[src/rtl/max_seq_pkg.sv]
// Shared types and default sizing for the frame-maximum tracker.
package max_seq_pkg;
  localparam int DEF_WIDTH  = 3;
  localparam int DEF_MAXLEN = 16;

  typedef enum logic [1:0] {
    IDLE  = 2'd0,
    ACCUM = 2'd1,
    HOLD  = 2'd2
  } state_e;
endpackage

[src/rtl/max_cmp.sv]
// Unsigned strict greater-than comparator; purely combinational.
module max_cmp #(
  parameter int WIDTH = 3
) (
  input  logic [WIDTH-1:0] a,
  input  logic [WIDTH-1:0] b,
  output logic             gt
);
  assign gt = (a > b);
endmodule

[src/rtl/max_seq_ctrl.sv]
// Tracks the largest operand of a frame and its first index; result is held
// in HOLD until the consumer takes it, and no operand is accepted meanwhile.
module max_seq_ctrl
  import max_seq_pkg::*;
#(
  parameter int WIDTH  = DEF_WIDTH,
  parameter int MAXLEN = DEF_MAXLEN,
  localparam int IW    = $clog2(MAXLEN)
) (
  input  logic             clk,
  input  logic             rst_n,
  input  logic             in_valid,
  input  logic [WIDTH-1:0] in_data,
  input  logic             in_last,
  output logic             in_ready,
  output logic             out_valid,
  input  logic             out_ready,
  output logic [WIDTH-1:0] out_max,
  output logic [IW-1:0]    out_idx,
  output logic             out_ovf,
  output logic             busy
);
  localparam logic [IW-1:0] CNT_MAX = IW'(MAXLEN - 1);

  state_e           state_q, state_d;
  logic [WIDTH-1:0] max_q, max_d;
  logic [IW-1:0]    idx_q, idx_d;
  logic [IW-1:0]    cnt_q, cnt_d;
  logic             ovf_q, ovf_d;
  logic             in_ready_q, in_ready_d;
  logic             out_valid_q, out_valid_d;
  logic             busy_q, busy_d;
  logic             accept;
  logic             gt;

  max_cmp #(.WIDTH(WIDTH)) u_cmp (
    .a  (in_data),
    .b  (max_q),
    .gt (gt)
  );

  assign accept = in_valid && in_ready_q;

  always_comb begin
    state_d = state_q;
    max_d   = max_q;
    idx_d   = idx_q;
    cnt_d   = cnt_q;
    ovf_d   = ovf_q;
    case (state_q)
      IDLE: begin
        if (accept) begin
          max_d   = in_data;
          idx_d   = '0;
          cnt_d   = IW'(1);
          ovf_d   = 1'b0;
          state_d = in_last ? HOLD : ACCUM;
        end
      end
      ACCUM: begin
        if (accept) begin
          // cnt is the index of the operand being accepted, pinned at the top
          if (gt) begin
            max_d = in_data;
            idx_d = cnt_q;
          end
          if (cnt_q == CNT_MAX) ovf_d = 1'b1;
          else                  cnt_d = cnt_q + IW'(1);
          if (in_last) state_d = HOLD;
        end
      end
      HOLD: begin
        if (out_ready) state_d = IDLE;
      end
      default: state_d = IDLE;
    endcase
    in_ready_d  = (state_d != HOLD);
    out_valid_d = (state_d == HOLD);
    busy_d      = (state_d != IDLE);
  end

  always_ff @(posedge clk or negedge rst_n) begin
    if (!rst_n) begin
      state_q     <= IDLE;
      max_q       <= '0;
      idx_q       <= '0;
      cnt_q       <= '0;
      ovf_q       <= 1'b0;
      in_ready_q  <= 1'b0;
      out_valid_q <= 1'b0;
      busy_q      <= 1'b0;
    end else begin
      state_q     <= state_d;
      max_q       <= max_d;
      idx_q       <= idx_d;
      cnt_q       <= cnt_d;
      ovf_q       <= ovf_d;
      in_ready_q  <= in_ready_d;
      out_valid_q <= out_valid_d;
      busy_q      <= busy_d;
    end
  end

  assign in_ready  = in_ready_q;
  assign out_valid = out_valid_q;
  assign busy      = busy_q;
  assign out_max   = max_q;
  assign out_idx   = idx_q;
  assign out_ovf   = ovf_q;
endmodule

[config.mk]
export PLATFORM = sky130hd
export DESIGN_NAME = max_seq_ctrl
export DESIGN_NICKNAME = d
export VERILOG_FILES = /design/src/rtl/max_seq_pkg.sv /design/src/rtl/max_cmp.sv /design/src/rtl/max_seq_ctrl.sv
export SDC_FILE = /design/constraint.sdc
export NUM_CORES = 1
export LEC_CHECK = 0
export ABC_AREA = 1
export BUFFER_PORTS_ARGS = -buffer_cell sky130_fd_sc_hd__buf_2
export CORE_MARGIN = 4
export CORE_UTILIZATION = 40
export CTS_CLUSTER_SIZE = 20
export DETAILED_ROUTE_END_ITERATION = 10
export GPL_ROUTABILITY_DRIVEN = 0
export PLACE_DENSITY = 0.59
export RECOVER_POWER = 50
export SETUP_SLACK_MARGIN = 0.5
export SKIP_LAST_GASP = 1
export SYNTH_ARGS = -nofsm -noshare
export SYNTH_HDL_FRONTEND = slang
export SYNTH_HIERARCHICAL = 1
export SYNTH_SLANG_ARGS = --single-unit
[constraint.sdc]
create_clock -name clk -period 4.06 [get_ports clk]
set_input_delay 0.203 -clock clk [delete_from_list [all_inputs] [get_ports clk]]
set_output_delay 0.203 -clock clk [all_outputs]
set_load 0.02 [all_outputs]
# Yosys cells after proc, flatten, opt, wreduce, memory -nomap -nowiden
# Index checks and enable logic that the tools add are counted.
# word_totals
register_bits	17
latch_bits	0
ramBits	0
mem_bits_ro	0
input_bits	8
output_inout_bits	11
wordCells	49
memories	0
# classes
addsub	1
mul	0
div	0
order_cmp	1
eq_ne	10
shift	0
mux	22
n_bitwise	0
reduce_logical	7
# op_table
op	n
4-bit two-way mux	6
4-bit one-hot mux with 2 select lines	2
2-bit inequality test, second input constant	6
4-bit AND reduction	3
2-bit two-way mux	5
3-bit two-way mux	3
2-bit one-hot mux with 3 select lines	1
3-bit one-hot mux with 2 select lines	1
4-bit by 1-bit adder with 4-bit output, second input constant	1
2-bit == test, second input constant	2
4-bit == test, second input constant	1
2-bit nonzero test	2
3-bit > comparator	1
1-bit two-way mux	3
2-bit by 1-bit == test with 1-bit output, second input constant	1
2-bit zero test	1
1-bit one-hot mux with 2 select lines	1
1-bit logical AND	1

# Logic depth before layout (Yosys ltp)
# Gate-level depths: netlist (run 1).
# depth
depth_word	4
mapped_depth	10
mapped_depth_nobuf	9

# By module
# Netlist (run 1), hierarchy kept.
# modules_own_cells
module	n_inst	cells_each	area_each_um2	seq_area_each_um2
max_seq_ctrl	1	79	784.5	425.4
max_cmp	1	15	82.6	0.0

# Least setup slack after synthesis (run 1)
# OpenSTA, ideal clock, no wires.
# synth_timing
path_type	register -> register
from	register max_q[2], in the netlist out_max[2]
to	register max_q[0], in the netlist out_max[0]
setup_time_ns	0.117
t_arrival_ns	1.454
t_required_ns	3.943
setup_slack_ns	2.489
stages_incl_launch_ff	11
n_path_buf	1
period_less_slack_ns	1.571
cell_sequence	dfrtp_1 -> inv_1 -> ha_1 -> nand2_1 -> nor2_1 -> nor2_1 -> nor2_1 -> o21ai_4 -> buf_12 -> nand2_2 -> o21ai_2
# synth_via
elab_chain_len	3
# synth_rtl
item	line_no	rtl
start, declared	max_seq_ctrl.sv:26	logic [WIDTH-1:0] max_q, max_d;
start signal, assigned	max_seq_ctrl.sv:94	max_q <= max_d;
3-bit > comparator	max_cmp.sv:9	assign gt = (a > b);
named net gt	max_seq_ctrl.sv:34	logic gt;
2-bit inequality test (no line)	n/a	
4-bit AND reduction (no line)	n/a	
# The timed path passes the listed nets, and every way through them passes these cells.
# A chain may end at the register's enable or synchronous reset.

# Worst setup path in the final report (run 1)
# layout_timing
from	register max_q[2], in the netlist out_max[2]
to	register idx_q[0], in the netlist out_idx[0]
# layout_via
elab_chain_len	3
# layout_rtl
item	line_no	rtl
3-bit > comparator	max_cmp.sv:9	
named net gt	max_seq_ctrl.sv:34	
2-bit inequality test (no line)	n/a	
4-bit AND reduction (no line)	n/a	
end signal, assigned	max_seq_ctrl.sv:95	idx_q <= idx_d;
end, declared	max_seq_ctrl.sv:27	logic [IW-1:0] idx_q, idx_d;
# The timed path passes the listed nets, and every way through them passes these cells.

==> impl_metrics.ini, run 1 <==
[route]
firstDrtPassIters = 4
drc_errors = 0
ant_nets = 0
wire_per_inst_um = 10.8
vias = 660
drtIter0Drc = 7
finalWirelength_um = 1550
via_per_inst = 4.62

[cells_and_area]
layout.nets = 129
layout_common_cells = nand2_1 (22), dfrtp_1 (17), inv_1 (16)
layout_commonest_cell = nand2_1
num-fill-cells = 211
regArea_um2 = 425
multiInputGateArea_um2 = 358
drive_gt1_share_pct = 27.6
final_util_pct = 49.9
area_growth_pct = 15.3
antenna_cells = 0

[timing]
period_share_pct = 41.7
fmax_ghz = 0.590
timing.slew.headroom_pct = 39.4
setup_ws_ns = 2.37
rsz0062_at_grt = no
final-hold-violation-count = 0
fin_crit_ns = 1.69
worst_pin_slew_ns = 0.909
slew_viol_final = 0
tns_ns = 0
setup_viol = 0
finalClockSkew_ns = 0.00140
holdWs_ns = 0.174

[power_and_ir_drop]
total_power_uw = 579
p_leak_nw = 0.525
pwr_density_cell_mw_per_mm2 = 579
irDropWorstVdd_v = 0.000232

[setup_path]
worst_ep_arrival_time_ns = 1.91
cp_cell_sequence = inv_1, ha_1, nand2_1, nand2_1, nor2_1, nor2_1, o21ai_4, nand2_1, o21ai_2
crit_fanout = 14
crit_path_end_kind = flop
critical_path_required_ns = 4.27
critPathMaxStageDelay_ns = 0.41
r2r_slack_ns = 2.37
critPathKind = flop to flop
cpMaxStageDelayCell = o21ai_4
cp-start-kind = flop
cp_common_cell = nand2_1

[global_route]
antenna_found_initial = 0
use_met3_pct = 2.45
grt_pass1_vias = 578
gr-total-overflow = 0
grt.met1_usage_pct = 16.2
grt_max_degree = 18
top_usage_layer = met2
grt_pass1_wl_um = 2530
grt_util_met2_pct = 18.3
track_usage_pct = 12.1

[cts]
cts_resized = 0
cts_made_buffers = 3
clk_latency_ns = 0.28
post_cts_buffers = 0
htreeDepth = 1
cts-root-buf = clkbuf_4
cts_tree = built
clk_path_buf_depth = 2
clock-sinks = 17
hold_buffers = 1
worst_setup_hold_path_clk_slew_ns = 0.09

[die]
io-pin-count = 19
start_util_pct = 43.3
core_area_mm2 = 0.00200
die_w_um = 54.6
rows = 16
die_h_um = 54.6
fp.dieArea_mm2 = 0.00298

[job]
cap_violations = 0

[yosys]
yosys_warnings = 6
synth.ff_latch_count = 17
synth_cells = 94
syn-num-nets = 106
ys_seq_area_share_pct = 49.1
syn_area_um2 = 867
syn_avg_cell_area_um2 = 9.22
ys_types = 19

[hold_path]
hp-class = input port to flop

[status]
status = complete, no violations

[placed_design]
dp_slack_ns = 2.39
io_buffers = 18
hpwl_um = 1160
## area by class of cell
type / count / share of cell area [%]
sequential: 17 / 42.6
clock buffer: 4 / 2.63
timing repair buffer: 19 / 9.26
tap: 27 / 3.38
multi-input combinational: 59 / 35.8
inverter: 17 / 6.38
## synth_stat cells (all sizes together)
cell type  count  area, µm²
nand2         26        108
dfrtp         17        425
o21ai         14        111
inv           17       63.8
nor3           1       5.00
buf            1       20.0
a22oi          1       7.51
nand3          4       20.0
nor2           6       37.5
a31oi          1       6.26
or2            1       6.26
nand4          1       6.26
ha             4       50.1
## through the flow
stage / cell area [µm²] / std cells
finish: 1000 / 143
global placement: 971 / 138
detailed placement: 971 / 138
floorplan: 867 / 94
CTS: 1010 / 143
global route: 1000 / 143
## routing by layer
layer  vias up  share of wire [%]
li1        340                  -
met1       305                 50
met2        13                 45
met3         2                4.5
met4         0               0.65
met5         -                  0
## registers in the layout, summed over array words and instances, names as in the netlist
register / count
state_q: 2
busy: 1
in_ready: 1
out_ovf: 1
out_max: 3
cnt_q: 4
out_idx: 4
out_valid: 1
## kinds of logic after synthesis
group	count (synthesis)	share of synthesized area (%)
AO/OA/AOI/OAI	16	14.4
adder cells (fa/ha/maj)	4	5.77
buffers and inverters	18	9.67
flip-flops	17	49.1
AND/OR/NAND/NOR	39	21.1
## worst max-delay path, delay by kind of cell, from the launching register on
family	cells	cell delay, ns
compound gates	2	0.49
fa+ha+maj	1	0.29
simple gates	5	0.42
flops	1	0.37
buf+inv	1	0.05
## worst paths after layout
check | depth (start not counted) | startpoint | end
worst min-delay path | 3 | in_data[2] | out_max[2]$_DFFE_PN0P_
worst min register to register | 2 | out_idx[0]$_DFFE_PN0P_ | out_idx[0]$_DFFE_PN0P_
worst max-delay path | 9 | out_max[2]$_DFFE_PN0P_ | out_idx[0]$_DFFE_PN0P_
max in group asynchronous | 2 | rst_n | out_max[2]$_DFFE_PN0P_
worst max register to register | 9 | out_max[2]$_DFFE_PN0P_ | out_idx[0]$_DFFE_PN0P_
min in group asynchronous | 2 | rst_n | out_max[0]$_DFFE_PN0P_
## power by group
part	total [mW]	internal [mW]	switching [mW]	leakage (nW)
registers	0.255	0.214	0.0409	0.218
clock network	0.0882	0.0381	0.0501	0.0150
logic	0.236	0.0824	0.154	0.292
total	0.579	0.335	0.245	0.525
Power figures use the tool's default switching activity.
==> run 2, diff against run 1 <==
Settings changed: ABC_AREA 1 to 0.
Clock period 4.06 ns to 1.6 ns, I/O delays scaled along.
==> run 2 against run 1 <==
- the flow now finishes with violations (setup timing)
- flip-flop and latch count stayed put
- global-route usage is 2.1 points higher
- highest routed layer unchanged
- synthesized area stayed put
- clock power grew to 2.6 times the previous value
- clock skew is 0.0038 ns higher
- core utilization is 10 points higher
- die area stayed put
- sequential share of layout area is 7.0 points lower
==> impl_metrics.ini, run 2 <==
[status]
status = finished, violations left
failed_checks = setup timing

[yosys]
synth_cells = 76
syn_area_um2 = 867
yosysMostFrequentCell = dfrtp_1
synth_edf_count = 0
synth.area.top_cells = dfrtp_1 (49%), mux2_4 (6.9%), ha_1 (5.8%)
yosys.area.top_type = dfrtp_1
syn-num-nets = 88
yosys_warnings = 6
dominantRegCellSynth = dfrtp_1
ys_types = 32
synth_top_area_share_pct = 49.1
synth_commonest_cells = dfrtp_1 (17), inv_1 (6), nand2_1 (5)
syn_avg_cell_area_um2 = 11.4
ys_async_sr_fraction_pct = 100
ys_seq_area_share_pct = 49.1
synth.ff_latch_count = 17

[cts]
cts_made_buffers = 3
clock-sinks = 17
clk_latency_ns = 0.29
htreeDepth = 1
worst_setup_hold_path_clk_slew_ns = 0.10
cts_tree = built
clk_path_buf_depth = 2
cts-root-buf = clkbuf_4

[timing]
holdWs_ns = 0.0382
setup_ws_ns = -0.257
timing.slew.headroom_pct = 40.7
setup_viol = 7
fin_crit_ns = 1.86
finalClockSkew_ns = 0.00517
fmax_ghz = 0.538
final-hold-violation-count = 0
period_share_pct = 116
slew_viol_final = 0
worst_pin_slew_ns = 0.890
rsz0062_at_grt = yes

[power_and_ir_drop]
irDropWorstVdd_v = 0.00105
total_power_mw = 1.98
pwr_density_cell_mw_per_mm2 = 1640
p_leak_nw = 0.586

[placed_design]
hpwl_um = 1250
dp.cells = 125
io_buffers = 18
placed_area_mm2 = 0.00103

[setup_path]
critical_path_required_ns = 1.77
worst_ep_arrival_time_ns = 2.03
rr_startpoint = out_max[1]$_DFFE_PN0P_
cp-start-kind = flop
crit_path_end_kind = flop
cp_cell_sequence = inv_2, ha_4, nor2b_1, o21ai_1, a32oi_1, and2b_4, nor2_8, mux2_4
cpMaxStageDelayCell = dfrtp_2
reg2reg_depth = 8
critPathKind = flop to flop
r2r_slack_ns = -0.26
critPathMaxStageDelay_ns = 0.38
crit_fanout = 4
r2r_end = out_max[1]$_DFFE_PN0P_

[cells_and_area]
area_growth_pct = 39.1
layout_commonest_cell = buf_2
layout.nets = 126
drive_gt1_share_pct = 52.2
stdcell_area_mm2 = 0.00121
num-fill-cells = 183
antenna_cells = 0
finalNonFillerCells = 140
layout_common_cells = buf_2 (16), buf_4 (15), dfrtp_1 (14)
final_util_pct = 60.3

[route]
wire_per_inst_um = 12.9
ant_nets = 0
finalWirelength_um = 1810
vias = 712
drc_errors = 0
via_per_inst = 5.09
firstDrtPassIters = 4
drtIter0Drc = 5

[global_route]
grt_pass1_wl_um = 2980
grt_max_degree = 18
antenna_found_initial = 0
track_usage_pct = 14.2
grt_pass1_vias = 687
gr-total-overflow = 0

[hold_path]
holdCritStartpoint = in_data[0]
hp-class = input port to flop
holdPathStages = 2
hold_path_end = out_max[0]$_DFFE_PN0P_

[die]
die_w_um = 54.6
start_util_pct = 43.3
die_h_um = 54.6
io-pin-count = 19
core_area_mm2 = 0.00200
rows = 16
fp.dieArea_mm2 = 0.00298

[job]
cap_violations = 0
[run 2: changes by cell type after synthesis, sizes merged, moves of 3 or more]
cell	before	now
inv	17	6
nand2	26	5
o21ai	14	5
mux2	0	4
a21oi	0	3
[run 2: layer usage]
layer / global-route usage [%] / vias to the layer above / routed length [µm]
li1: - / 345 / -
met1: 17.3 / 352 / 788
met2: 23.7 / 13 / 923
met3: 4.09 / 2 / 74
met4: 4.98 / 0 / 23
met5: 0 / - / 0
[run 2: logic make-up after synthesis]
family                   synth area share (%)
multiplexers                             8.08
buffers and inverters                    4.76
AO/OA/AOI/OAI                            12.8
adder cells (fa/ha/maj)                  5.77
flip-flops                               49.1
AND/OR/NAND/NOR                          19.5
[run 2: timing repair]
action / CTS / global route
pin swaps: 0 / 5
hold endpoints to repair: 17 / 0
resized for setup: 4 / 11
setup endpoints to repair: 13 / 15
setup buffers: 5 / 5
hold buffers: 1 / 0
[run 2: power by group]
group	total, mW	internal (mW)	leakage [nW]	switching (mW)
sequential	0.691	0.568	0.211	0.122
combinational	1.06	0.576	0.361	0.482
clock	0.232	0.0967	0.0150	0.135
[run 2: area by class of cell]
| class | instances | area [µm²] | share of cell area (%) |
|---|---|---|---|
| Sequential cell | 17 | 429 | 35.6 |
| Clock buffer | 4 | 26.3 | 2.18 |
| Tap cell | 27 | 33.8 | 2.80 |
| Timing Repair Buffer | 35 | 218 | 18.0 |
| Inverter | 6 | 22.5 | 1.87 |
| Multi-Input combinational cell | 51 | 477 | 39.5 |
[run 2: critical path: cells and delay by family (launching register included)]
family	cells	cell delay, ns
AO/OA/AOI/OAI	2	0.27
adder cells (fa/ha/maj)	1	0.25
buffers and inverters	1	0.04
flip-flops	1	0.38
multiplexers	1	0.31
AND/OR/NAND/NOR	3	0.49
[run 2: how the worst max path moves through the flow]
stage	startpoint	end	slack, ns
after floorplan	out_max[1]$_DFFE_PN0P_	out_max[1]$_DFFE_PN0P_	-0.23
after global placement	out_max[1]$_DFFE_PN0P_	out_max[1]$_DFFE_PN0P_	-0.18
after detailed placement	out_max[1]$_DFFE_PN0P_	out_max[1]$_DFFE_PN0P_	-0.20
after CTS	out_max[1]$_DFFE_PN0P_	out_max[1]$_DFFE_PN0P_	-0.22
after global routing	out_max[1]$_DFFE_PN0P_	out_max[1]$_DFFE_PN0P_	-0.34
final	out_max[1]$_DFFE_PN0P_	out_max[1]$_DFFE_PN0P_	-0.26
[run 2: through the flow]
stage	setup WS, ns	TNS, ns
2_1_floorplan	-0.229	-1.00
3_3_place_gp	-0.179	-0.928
3_5_place_dp	-0.204	-1.11
4_1_cts	-0.219	-1.19
5_1_grt	-0.337	-2.12
6_report	-0.257	-1.46
==> run 3, diff against run 2 <==
Settings changed: CORE_UTILIZATION 40 to 47, PLACE_DENSITY 0.59 to 0.68, SYNTH_HIERARCHICAL 1 to unset.
==> run 3 against run 2 <==
- the flow still finishes with violations (setup timing)
- non-clock buffer count unchanged
- count of clock-buffer cells in the layout unchanged
- fmax increased by 10%
- synthesized area decreased by 1.0%
- register-to-register slack improved by 0.17 ns
- routed wire length increased by 7.5%
- flip-flop and latch count unchanged
- combinational power increased by 9%
- sequential power increased by 1%
- clock power decreased by 3%
- via count increased by 5.1%
- hold slack got worse by 0.012 ns
- largest cell class unchanged
==> impl_metrics.ini, run 3 <==
[status]
status = finished, violations left
failed_checks = setup timing

[yosys]
dominantRegCellSynth = dfrtp_1
yosysMostFrequentCell = dfrtp_1
yosys.area.top_type = dfrtp_1
synth_commonest_cells = dfrtp_1 (17), nand3_1 (12), a21oi_1 (5), nand2_1 (5)
syn_area_um2 = 858
ys_seq_area_share_pct = 49.6
synth_top_area_share_pct = 49.6
synth_cells = 80
synth.area.top_cells = dfrtp_1 (50%), nand3_1 (7.0%), ha_1 (5.8%)
synth_edf_count = 0
yosys_warnings = 0
synth.ff_latch_count = 17
ys_types = 27
syn-num-nets = 92
ys_async_sr_fraction_pct = 100
syn_avg_cell_area_um2 = 10.7

[route]
wire_per_inst_um = 13.8
firstDrtPassIters = 4
ant_nets = 0
drtIter0Drc = 12
drc_errors = 0
finalWirelength_um = 1950
via_per_inst = 5.30
vias = 748

[power_and_ir_drop]
pwr_density_cell_mw_per_mm2 = 1710
total_power_mw = 2.08
irDropWorstVdd_v = 0.000966
p_leak_nw = 0.559

[global_route]
grt_pass1_wl_um = 3130
gr-total-overflow = 0
grt_max_degree = 18
grt_pass1_vias = 714
track_usage_pct = 16.4
antenna_found_initial = 0

[cts]
cts-root-buf = clkbuf_4
clk_latency_ns = 0.29
clk_path_buf_depth = 2
cts_tree = built
cts_made_buffers = 3
clock-sinks = 17
worst_setup_hold_path_clk_slew_ns = 0.09
htreeDepth = 1

[cells_and_area]
layout.nets = 129
drive_gt1_share_pct = 49.1
area_growth_pct = 41.3
layout_common_cells = dfrtp_1 (14), buf_2 (14), nand3_1 (11)
num-fill-cells = 141
stdcell_area_mm2 = 0.00121
antenna_cells = 0

[die]
start_util_pct = 49.7
core_area_mm2 = 0.00173
io-pin-count = 19
rows = 15
die_h_um = 50.7
die_w_um = 50.7
fp.dieArea_mm2 = 0.00257

[timing]
fmax_ghz = 0.593
slew_viol_final = 0
timing.slew.headroom_pct = 39.3
fin_crit_ns = 1.69
rsz0062_at_grt = yes
final-hold-violation-count = 0
holdWs_ns = 0.0267
period_share_pct = 105
setup_viol = 4
worst_pin_slew_ns = 0.911
finalClockSkew_ns = 0.00482
setup_ws_ns = -0.0855

[setup_path]
cp-start-kind = flop
crit_fanout = 3
critPathKind = flop to flop
crit_path_end_kind = flop
worst_ep_arrival_time_ns = 1.86
critical_path_required_ns = 1.78

[placed_design]
io_buffers = 18
placed_area_mm2 = 0.00103
dp_slack_ns = -0.114
hpwl_um = 1390

[hold_path]
hp-class = input port to flop

[job]
cap_violations = 0
## run 3: changes by cell type after synthesis, sizes merged, moves of 2 or more
| cell | before | now |
|---|---|---|
| o31ai | 2 | 0 |
| o211ai | 0 | 3 |
| nand3 | 3 | 12 |
| nand4 | 2 | 0 |
| a21oi | 3 | 5 |
| clkbuf | 0 | 2 |
## run 3: cells by family after synthesis
| group | count (synthesis) | synth area share [%] |
|---|---|---|
| buffers and inverters | 8 | 3.64 |
| multiplexers | 3 | 5.25 |
| flip-flops | 17 | 49.6 |
| AND/OR/NAND/NOR | 26 | 15.5 |
| AO/OA/AOI/OAI | 22 | 20.3 |
| adder cells (fa/ha/maj) | 4 | 5.83 |
## run 3: path summary, 6_finish.rpt
check	startpoint	to	slack [ns]	cells past startpoint
setup / recovery	out_max[1]$_DFFE_PN0P_	out_max[1]$_DFFE_PN0P_	-0.09	7
hold / removal	in_data[0]	out_max[0]$_DFFE_PN0P_	0.03	2
setup reg to reg	out_max[1]$_DFFE_PN0P_	out_max[1]$_DFFE_PN0P_	-0.09	7
hold reg to reg	out_idx[0]$_DFFE_PN0P_	out_idx[0]$_DFFE_PN0P_	0.52	2
max in group asynchronous	rst_n	out_max[1]$_DFFE_PN0P_	0.56	2
min in group asynchronous	rst_n	out_idx[2]$_DFFE_PN0P_	0.43	2
## run 3: power breakdown
group	leakage, nW	total (mW)	switching [mW]	internal, mW
clock network	0.0150	0.226	0.129	0.0970
registers	0.211	0.698	0.121	0.576
logic	0.333	1.16	0.540	0.616
total	0.559	2.08	0.790	1.29
## run 3: cell type report
cell class / instances / area, µm² / area share (%)
multi-input cells: 55 / 459 / 37.9
flip-flops and latches: 17 / 429 / 35.4
repair buffers: 35 / 248 / 20.4
well taps: 25 / 31.3 / 2.58
clock buffers: 4 / 26.3 / 2.17
inverters: 5 / 18.8 / 1.55
## run 3: layer usage
metal	GRT usage, %	wire length (µm)	up-vias
li1	-	-	367
met4	8.07	29	0
met5	0	0	-
met1	17.5	779	363
met3	2.67	54	4
met2	30.9	1080	14
## run 3: worst max-delay path: stages (launching register included)
cell,delay [ns]
dfrtp_2,0.42
inv_2,0.07
ha_4,0.20
nor2b_4,0.12
o21a_4,0.19
o21ai_4,0.13
a21o_4,0.16
mux2_4,0.29
## run 3: repair_timing
action,CTS,global route
gates resized for setup,14,5
pin swaps,10,9
hold endpoints to repair,17,1
endpoints found under the setup margin,15,14
setup buffers,8,2
hold buffers,1,1
## run 3: through the flow
| stage | util [%] | TNS, ns | cells |
|---|---|---|---|
| after global placement | 59.8 | -0.202 | 125 |
| after floorplan | - | -0.703 | 80 |
| after CTS | 67.9 | -0.342 | 138 |
| final | 70.2 | -0.260 | 141 |
| after global routing | 70.2 | -0.614 | 141 |
| after detailed placement | 59.8 | -0.327 | 125 |
